<file path="src/rtl/fetch_queue_pkg.sv">
// rtl/fetch_queue_pkg.sv - Fetch queue sizing, IF_ID_PACKET type and helpers.
package fetch_queue_pkg;

  localparam int N      = 3;
  localparam int SIZE   = 8;
  localparam int IDX_W  = $clog2(SIZE);
  localparam int CNT_W  = $clog2(SIZE + 1);
  localparam int DISP_W = $clog2(N + 1);
  localparam int LANE_W = (N > 1) ? $clog2(N) : 1;

  localparam logic [31:0] NOP = 32'h0000_0013;

  typedef struct packed {
    logic        valid;
    logic [31:0] inst;
    logic [31:0] NPC;
    logic [31:0] PC;
    logic        predict_taken;
  } IF_ID_PACKET;

  localparam IF_ID_PACKET EMPTY_PACKET = '{
    valid: 1'b0, inst: NOP, NPC: 32'd0, PC: 32'd0, predict_taken: 1'b0
  };

  function automatic logic [CNT_W-1:0] popcount(input logic [N-1:0] v);
    logic [CNT_W-1:0] c;
    c = '0;
    for (int i = 0; i < N; i++) c = c + CNT_W'(v[i]);
    return c;
  endfunction

  function automatic logic [CNT_W-1:0] min_cnt(input logic [CNT_W-1:0] a,
                                               input logic [CNT_W-1:0] b);
    return (a < b) ? a : b;
  endfunction

endpackage

</file>
<file path="src/rtl/fetch_queue_if.sv">
// rtl/fetch_queue_if.sv - Fetch/decode/dispatch bus around the fetch queue.
interface fetch_queue_if;
  import fetch_queue_pkg::*;

  logic              squash;
  IF_ID_PACKET       if_packet    [N];
  logic [DISP_W-1:0] dispatch_cnt;
  IF_ID_PACKET       if_id_packet [N];
  logic [CNT_W-1:0]  fq_free_cnt;
  logic [CNT_W-1:0]  fq_count;

  modport master (
    output squash, if_packet, dispatch_cnt,
    input  if_id_packet, fq_free_cnt, fq_count
  );

  modport slave (
    input  squash, if_packet, dispatch_cnt,
    output if_id_packet, fq_free_cnt, fq_count
  );

endinterface

</file>
<file path="src/rtl/fetch_queue.sv">
// rtl/fetch_queue.sv - Circular instruction buffer between fetch and decode.
// Optional FETCH_QUEUE_BYPASS_EN: empty queue forwards if_packet to if_id_packet in 0 cycles.
module fetch_queue
  import fetch_queue_pkg::*;
(
  input logic          clock,
  input logic          reset,
  fetch_queue_if.slave bus
);

  IF_ID_PACKET       entries [SIZE];
  logic [IDX_W-1:0]  head_q, tail_q;
  logic [CNT_W-1:0]  count_q, free_q, count_next;

  logic [N-1:0]      in_valid;
  logic [CNT_W-1:0]  n_in, n_acc, n_avail, n_pop, n_skip, n_deq, n_write;
  logic              bypass;

  logic              lane_we   [N];
  logic [IDX_W-1:0]  lane_idx  [N];
  logic              entry_we  [SIZE];
  logic [LANE_W-1:0] entry_sel [SIZE];

  always_comb begin
    for (int i = 0; i < N; i++) in_valid[i] = bus.if_packet[i].valid;
  end

  assign n_in  = popcount(in_valid);
  assign n_acc = min_cnt(n_in, free_q);

`ifdef FETCH_QUEUE_BYPASS_EN
  assign bypass = (count_q == '0) && !bus.squash;
`else
  assign bypass = 1'b0;
`endif

  // In bypass the visible lanes are the incoming ones, so pops consume them
  // first and only the remainder is stored.
  assign n_avail    = bypass ? n_acc : min_cnt(count_q, CNT_W'(N));
  assign n_pop      = min_cnt(CNT_W'(bus.dispatch_cnt), n_avail);
  assign n_skip     = bypass ? n_pop : '0;
  assign n_deq      = bypass ? '0 : n_pop;
  assign n_write    = n_acc - n_skip;
  assign count_next = count_q + n_write - n_deq;

  always_comb begin
    for (int k = 0; k < N; k++) begin
      lane_we[k]  = (CNT_W'(k) >= n_skip) && (CNT_W'(k) < n_acc);
      lane_idx[k] = tail_q + IDX_W'(CNT_W'(k) - n_skip);
    end
  end

  always_comb begin
    for (int e = 0; e < SIZE; e++) begin
      entry_we[e]  = 1'b0;
      entry_sel[e] = '0;
      for (int k = 0; k < N; k++) begin
        if (lane_we[k] && (lane_idx[k] == IDX_W'(e))) begin
          entry_we[e]  = 1'b1;
          entry_sel[e] = LANE_W'(k);
        end
      end
    end
  end

  always_ff @(posedge clock) begin
    if (!reset && !bus.squash) begin
      for (int e = 0; e < SIZE; e++) begin
        if (entry_we[e]) entries[e] <= bus.if_packet[entry_sel[e]];
      end
    end
  end

  always_ff @(posedge clock) begin
    if (reset || bus.squash) begin
      head_q  <= '0;
      tail_q  <= '0;
      count_q <= '0;
      free_q  <= CNT_W'(SIZE);
    end else begin
      head_q  <= head_q + IDX_W'(n_deq);
      tail_q  <= tail_q + IDX_W'(n_write);
      count_q <= count_next;
      free_q  <= CNT_W'(SIZE) - count_next;
    end
  end

  always_comb begin
    for (int i = 0; i < N; i++) begin
      bus.if_id_packet[i] = EMPTY_PACKET;
      if (bypass) begin
        if (bus.if_packet[i].valid) bus.if_id_packet[i] = bus.if_packet[i];
      end else if (CNT_W'(i) < count_q) begin
        bus.if_id_packet[i]       = entries[head_q + IDX_W'(i)];
        bus.if_id_packet[i].valid = 1'b1;
      end
    end
  end

  assign bus.fq_count    = count_q;
  assign bus.fq_free_cnt = free_q;

  a_no_overflow: assert property (@(posedge clock) disable iff (reset || bus.squash)
    n_in <= free_q);
  a_pop_legal: assert property (@(posedge clock) disable iff (reset || bus.squash)
    CNT_W'(bus.dispatch_cnt) <= n_avail);
  a_count_free: assert property (@(posedge clock) disable iff (reset)
    (count_q + free_q) == CNT_W'(SIZE));

endmodule
</file>
<file path="src/flat_wrapper.sv">
// flat-port wrapper written by rule: the top's interface ports become plain ports
module fetch_queue_flat import fetch_queue_pkg::*;
  (clock, reset, bus_squash, bus_if_packet, bus_dispatch_cnt, bus_if_id_packet, bus_fq_free_cnt, bus_fq_count);
  fetch_queue_if bus_i ();
  input logic clock;
  input logic reset;
  input wire logic [$bits(bus_i.squash)-1:0] bus_squash;
  input wire logic [$bits(bus_i.if_packet)-1:0] bus_if_packet;
  input wire logic [$bits(bus_i.dispatch_cnt)-1:0] bus_dispatch_cnt;
  output wire logic [$bits(bus_i.if_id_packet)-1:0] bus_if_id_packet;
  output wire logic [$bits(bus_i.fq_free_cnt)-1:0] bus_fq_free_cnt;
  output wire logic [$bits(bus_i.fq_count)-1:0] bus_fq_count;
  assign bus_i.squash = bus_squash;
  assign bus_i.if_packet = {>>{bus_if_packet}};
  assign bus_i.dispatch_cnt = bus_dispatch_cnt;
  assign bus_if_id_packet = {>>{bus_i.if_id_packet}};
  assign bus_fq_free_cnt = bus_i.fq_free_cnt;
  assign bus_fq_count = bus_i.fq_count;
  fetch_queue u_core (.clock(clock), .reset(reset), .bus(bus_i));
endmodule
</file>
<file path="config.mk">
export PLATFORM = sky130hd
export DESIGN_NAME = fetch_queue_flat
export DESIGN_NICKNAME = d
export VERILOG_FILES = /design/src/rtl/fetch_queue_pkg.sv /design/src/rtl/fetch_queue_if.sv /design/src/rtl/fetch_queue.sv /design/src/flat_wrapper.sv
export SDC_FILE = /design/constraint.sdc
export NUM_CORES = 2
export LEC_CHECK = 0
export CORE_MARGIN = 2
export CORE_UTILIZATION = 40
export DETAILED_ROUTE_END_ITERATION = 7
export PLACE_DENSITY = 0.64
export SYNTH_ARGS = -nofsm -noshare
export SYNTH_HDL_FRONTEND = slang
export SYNTH_SLANG_ARGS = --single-unit
</file>
<file path="constraint.sdc">
create_clock -name clock -period 9.5 [get_ports clock]
set_input_delay 0.95 -clock clock [delete_from_list [all_inputs] [get_ports clock]]
set_output_delay 0.95 -clock clock [all_outputs]
set_load 0.01 [all_outputs]
</file>
==> metrics <==
outcome finished, final reports clean; post-route ant nets 0; hold_ws 0.769 ns; crit path max fanout 64; via count 47,717; die height 378 µm; total number of H-tree levels 3; VDD IR-drop max 0.377 mV; Max Root-Sink Buffers 3; crit path cell chain buf_4 -> buf_4 -> buf_4 -> mux4_2 -> mux2i_1 -> nor2_1 -> clkdlybuf4s50_1; clk slew on worst S/H paths 0.06 ns; combinational share of power 52.4%; worst min-delay path class flip-flop to flip-flop; gr ovfl total 0; Seq pwr share 25.5%; Synth Cell Area 56,000 µm²; sequential area share after synthesis 42.1%; Initial Utilization 40.2%; Max stage delay on crit path 0.86 ns; DP HPWL 124,000 µm; Final setup viols 0; first-pass GRT wire length 330,000 µm; crit path buf inv count 4; wire length per cell 35.6 µm; f_max 162 MHz; setup_tns 0 ns; Boundary Pins 601; Num CTS Buffers 95; initial drt markers 7,265; drt pass-1 iters 6; Core Rows 137; Placed Cells 6,367; min Tclk post-route 6.17 ns; Unique masters post-synth 44; Slew Viols, Final 0; hold-fix buffers at CTS 0; final hold viol count 0; largest net degree at the start of global routing 201; clk root buf clkbuf_16; clock share of power 22.1%; Fin Clk Skew 0.0277 ns; #FFs+latches synth 789; crit share post-route 65.0%; Avg Inst Size Synth 12.4 µm²; All-Layer GR Usage 31.7%; CP startpoint kind flip-flop; Max-Cap Viols 0; CTS tree built; routability cong. 0.856; CP required 8.55 ns; post-layout instance area 66,000 µm²; Sw Pwr 0.00653 W; Crit-path slowest cell buf_4; drt total wl 234,000 µm; Fillers 12,316; worst path arrival time 5.22 ns; dpl cell area 62,700 µm²; vias in the first global route 46,267; initial antenna violation count 65; post-synth net total 4,842; total die area 143,000 µm²; fin cells 6,584; Mapped Cells 4,521; CP Class flip-flop to output pin; layout cells sized above 1 17.3%; CTS resizes 0; clock sink count 789; die width 378 µm; leakage power 22.4 nW; RSZ-0062 raised after global routing false; most used cell, CP buf_4; Largest delay share family, worst path buffers and inverters; Sw Ratio 38.7%; DR DRC count 0; Post-CTS Setup Inserts 0; Least-Margin Pin Slew 1.19 ns; Nets 4,909; vias per inst 7.25; CORE AREA 139,000 µm²; yosys warns 0; critical path capture point type output pin; Internal Power 0.0104 W; Layout area overhead 17.8%; port buffer count 600; clk_lat worst skew 0.70 ns; Rel. slew slack 20.2%; pwr dens 256 nW/µm²
-- logic make-up after synthesis --
group	count (synthesis)	share of synthesized area (%)
simple gates	1318	11.5
compound gates	909	15.4
flops	789	42.1
mux	736	25.1
buf+inv	735	5.13
fa+ha+maj	22	0.559
xor+xnor	11	0.172
other cells	1	0.00670
-- cell type report --
type / instances / area [µm²] / area share, %
multi-input cells: 2997 / 29900 / 45.2
flip-flops and latches: 789 / 23600 / 35.7
repair buffers: 686 / 6880 / 10.4
clock buffers: 109 / 2510 / 3.81
well taps: 1876 / 2350 / 3.56
clock inverters: 62 / 622 / 0.942
diodes: 46 / 115 / 0.174
inverters: 19 / 76.3 / 0.116
-- per-layer routing --
| metal | wire length (µm) | track usage, % |
|---|---|---|
| met1 | 82200 | 40.9 |
| met5 | 243 | 0 |
| met3 | 32800 | 9.03 |
| met2 | 106000 | 47.7 |
| met4 | 13100 | 18.6 |
-- sequential cells by signal, summed over array words and instances, names as in the netlist --
register and flops:
u_core.bus.fq_free_cnt 4, u_core.head_q 3, u_core.tail_q 3, u_core.bus.fq_count 3
u_core.entries 776
-- per-stage QoR --
stage | worst slack [ns] | total power, W | util [%]
final | 3.33 | 0.0169 | 47.4
after detailed placement | 3.16 | 0.0131 | 45.1
after floorplan | 0.947 | 0.00965 | -
after global routing | 2.89 | 0.0175 | 47.4
after global placement | 3.24 | 0.0131 | 45.1
after CTS | 3.16 | 0.0168 | 47.3
-- path summary, 6_finish.rpt --
check / slack [ns] / end / start / cells after the start
max: 3.33 / bus_if_id_packet[90] / u_core.head_q[0] / 7
min: 0.77 / u_core.tail_q[2] / u_core.tail_q[2] / 3
min reg2reg: 0.77 / u_core.tail_q[2] / u_core.tail_q[2] / 3
max reg2reg: 4.61 / u_core.entries[3][66] / u_core.bus.fq_free_cnt[0] / 7
-- worst min-delay path: stages, from the launching register on --
cell,delay (ns)
dfxtp_1,0.37
xor2_1,0.20
xnor2_1,0.09
nor2_1,0.07
-- power by group through the flow --
stage | combinational [W] | clock [W] | sequential (W)
finish | 0.00885 | 0.00373 | 0.00431
global route | 0.00927 | 0.00386 | 0.00432
CTS | 0.00878 | 0.00374 | 0.00430
detailed placement | 0.00875 | 0 | 0.00437
global placement | 0.00869 | 0 | 0.00436
floorplan | 0.00534 | 0 | 0.00430
-- cell usage in the layout (no fill, tap or decap), types with 20 or more instances in the layout --
cell / instances
diode_2: 46
edfxtp_1: 776
buf_4: 68
mux4_2: 535
and3_1: 582
mux2i_1: 196
nor2_1: 395
nand2_1: 313
clkbuf_16: 99
a221o_1: 776
clkdlybuf4s50_1: 600
clkinv_1: 20
a21oi_1: 97
-- cells in the mapped netlist (all sizes together) --
| cell type | n | area (µm²) |
|---|---|---|
| a221o | 776 | 7770 |
| edfxtp | 776 | 23300 |
| and3 | 582 | 3640 |
| mux4 | 535 | 12000 |
| nor2 | 398 | 1490 |
| buf | 360 | 1460 |
| clkbuf | 356 | 1340 |
| nand2 | 313 | 1170 |
| mux2i | 198 | 1990 |
| a21oi | 113 | 611 |
| inv | 19 | 71.3 |
| ha | 17 | 213 |
| dfxtp | 13 | 260 |
| a211oi | 9 | 123 |
| and2 | 7 | 43.8 |
| xnor2 | 6 | 52.6 |
| fa | 5 | 100 |
| xor2 | 5 | 43.8 |
| nand2b | 4 | 25.0 |
| nand3 | 4 | 20.0 |
| a21o | 3 | 22.5 |
| mux2 | 3 | 33.8 |
| or3 | 3 | 18.8 |
| a311oi | 2 | 17.5 |
| nor2b | 2 | 12.5 |
| nor3 | 2 | 10.0 |
| a2111oi | 1 | 27.5 |
| a21bo | 1 | 10.0 |
| a31oi | 1 | 6.26 |
| and3b | 1 | 8.76 |
| conb | 1 | 3.75 |
| nor4 | 1 | 6.26 |
| o21ai | 1 | 5.00 |
| o21bai | 1 | 7.51 |
| o32a | 1 | 10.0 |
| or2 | 1 | 6.26 |
Note: power is estimated with default switching activity, not from simulation.
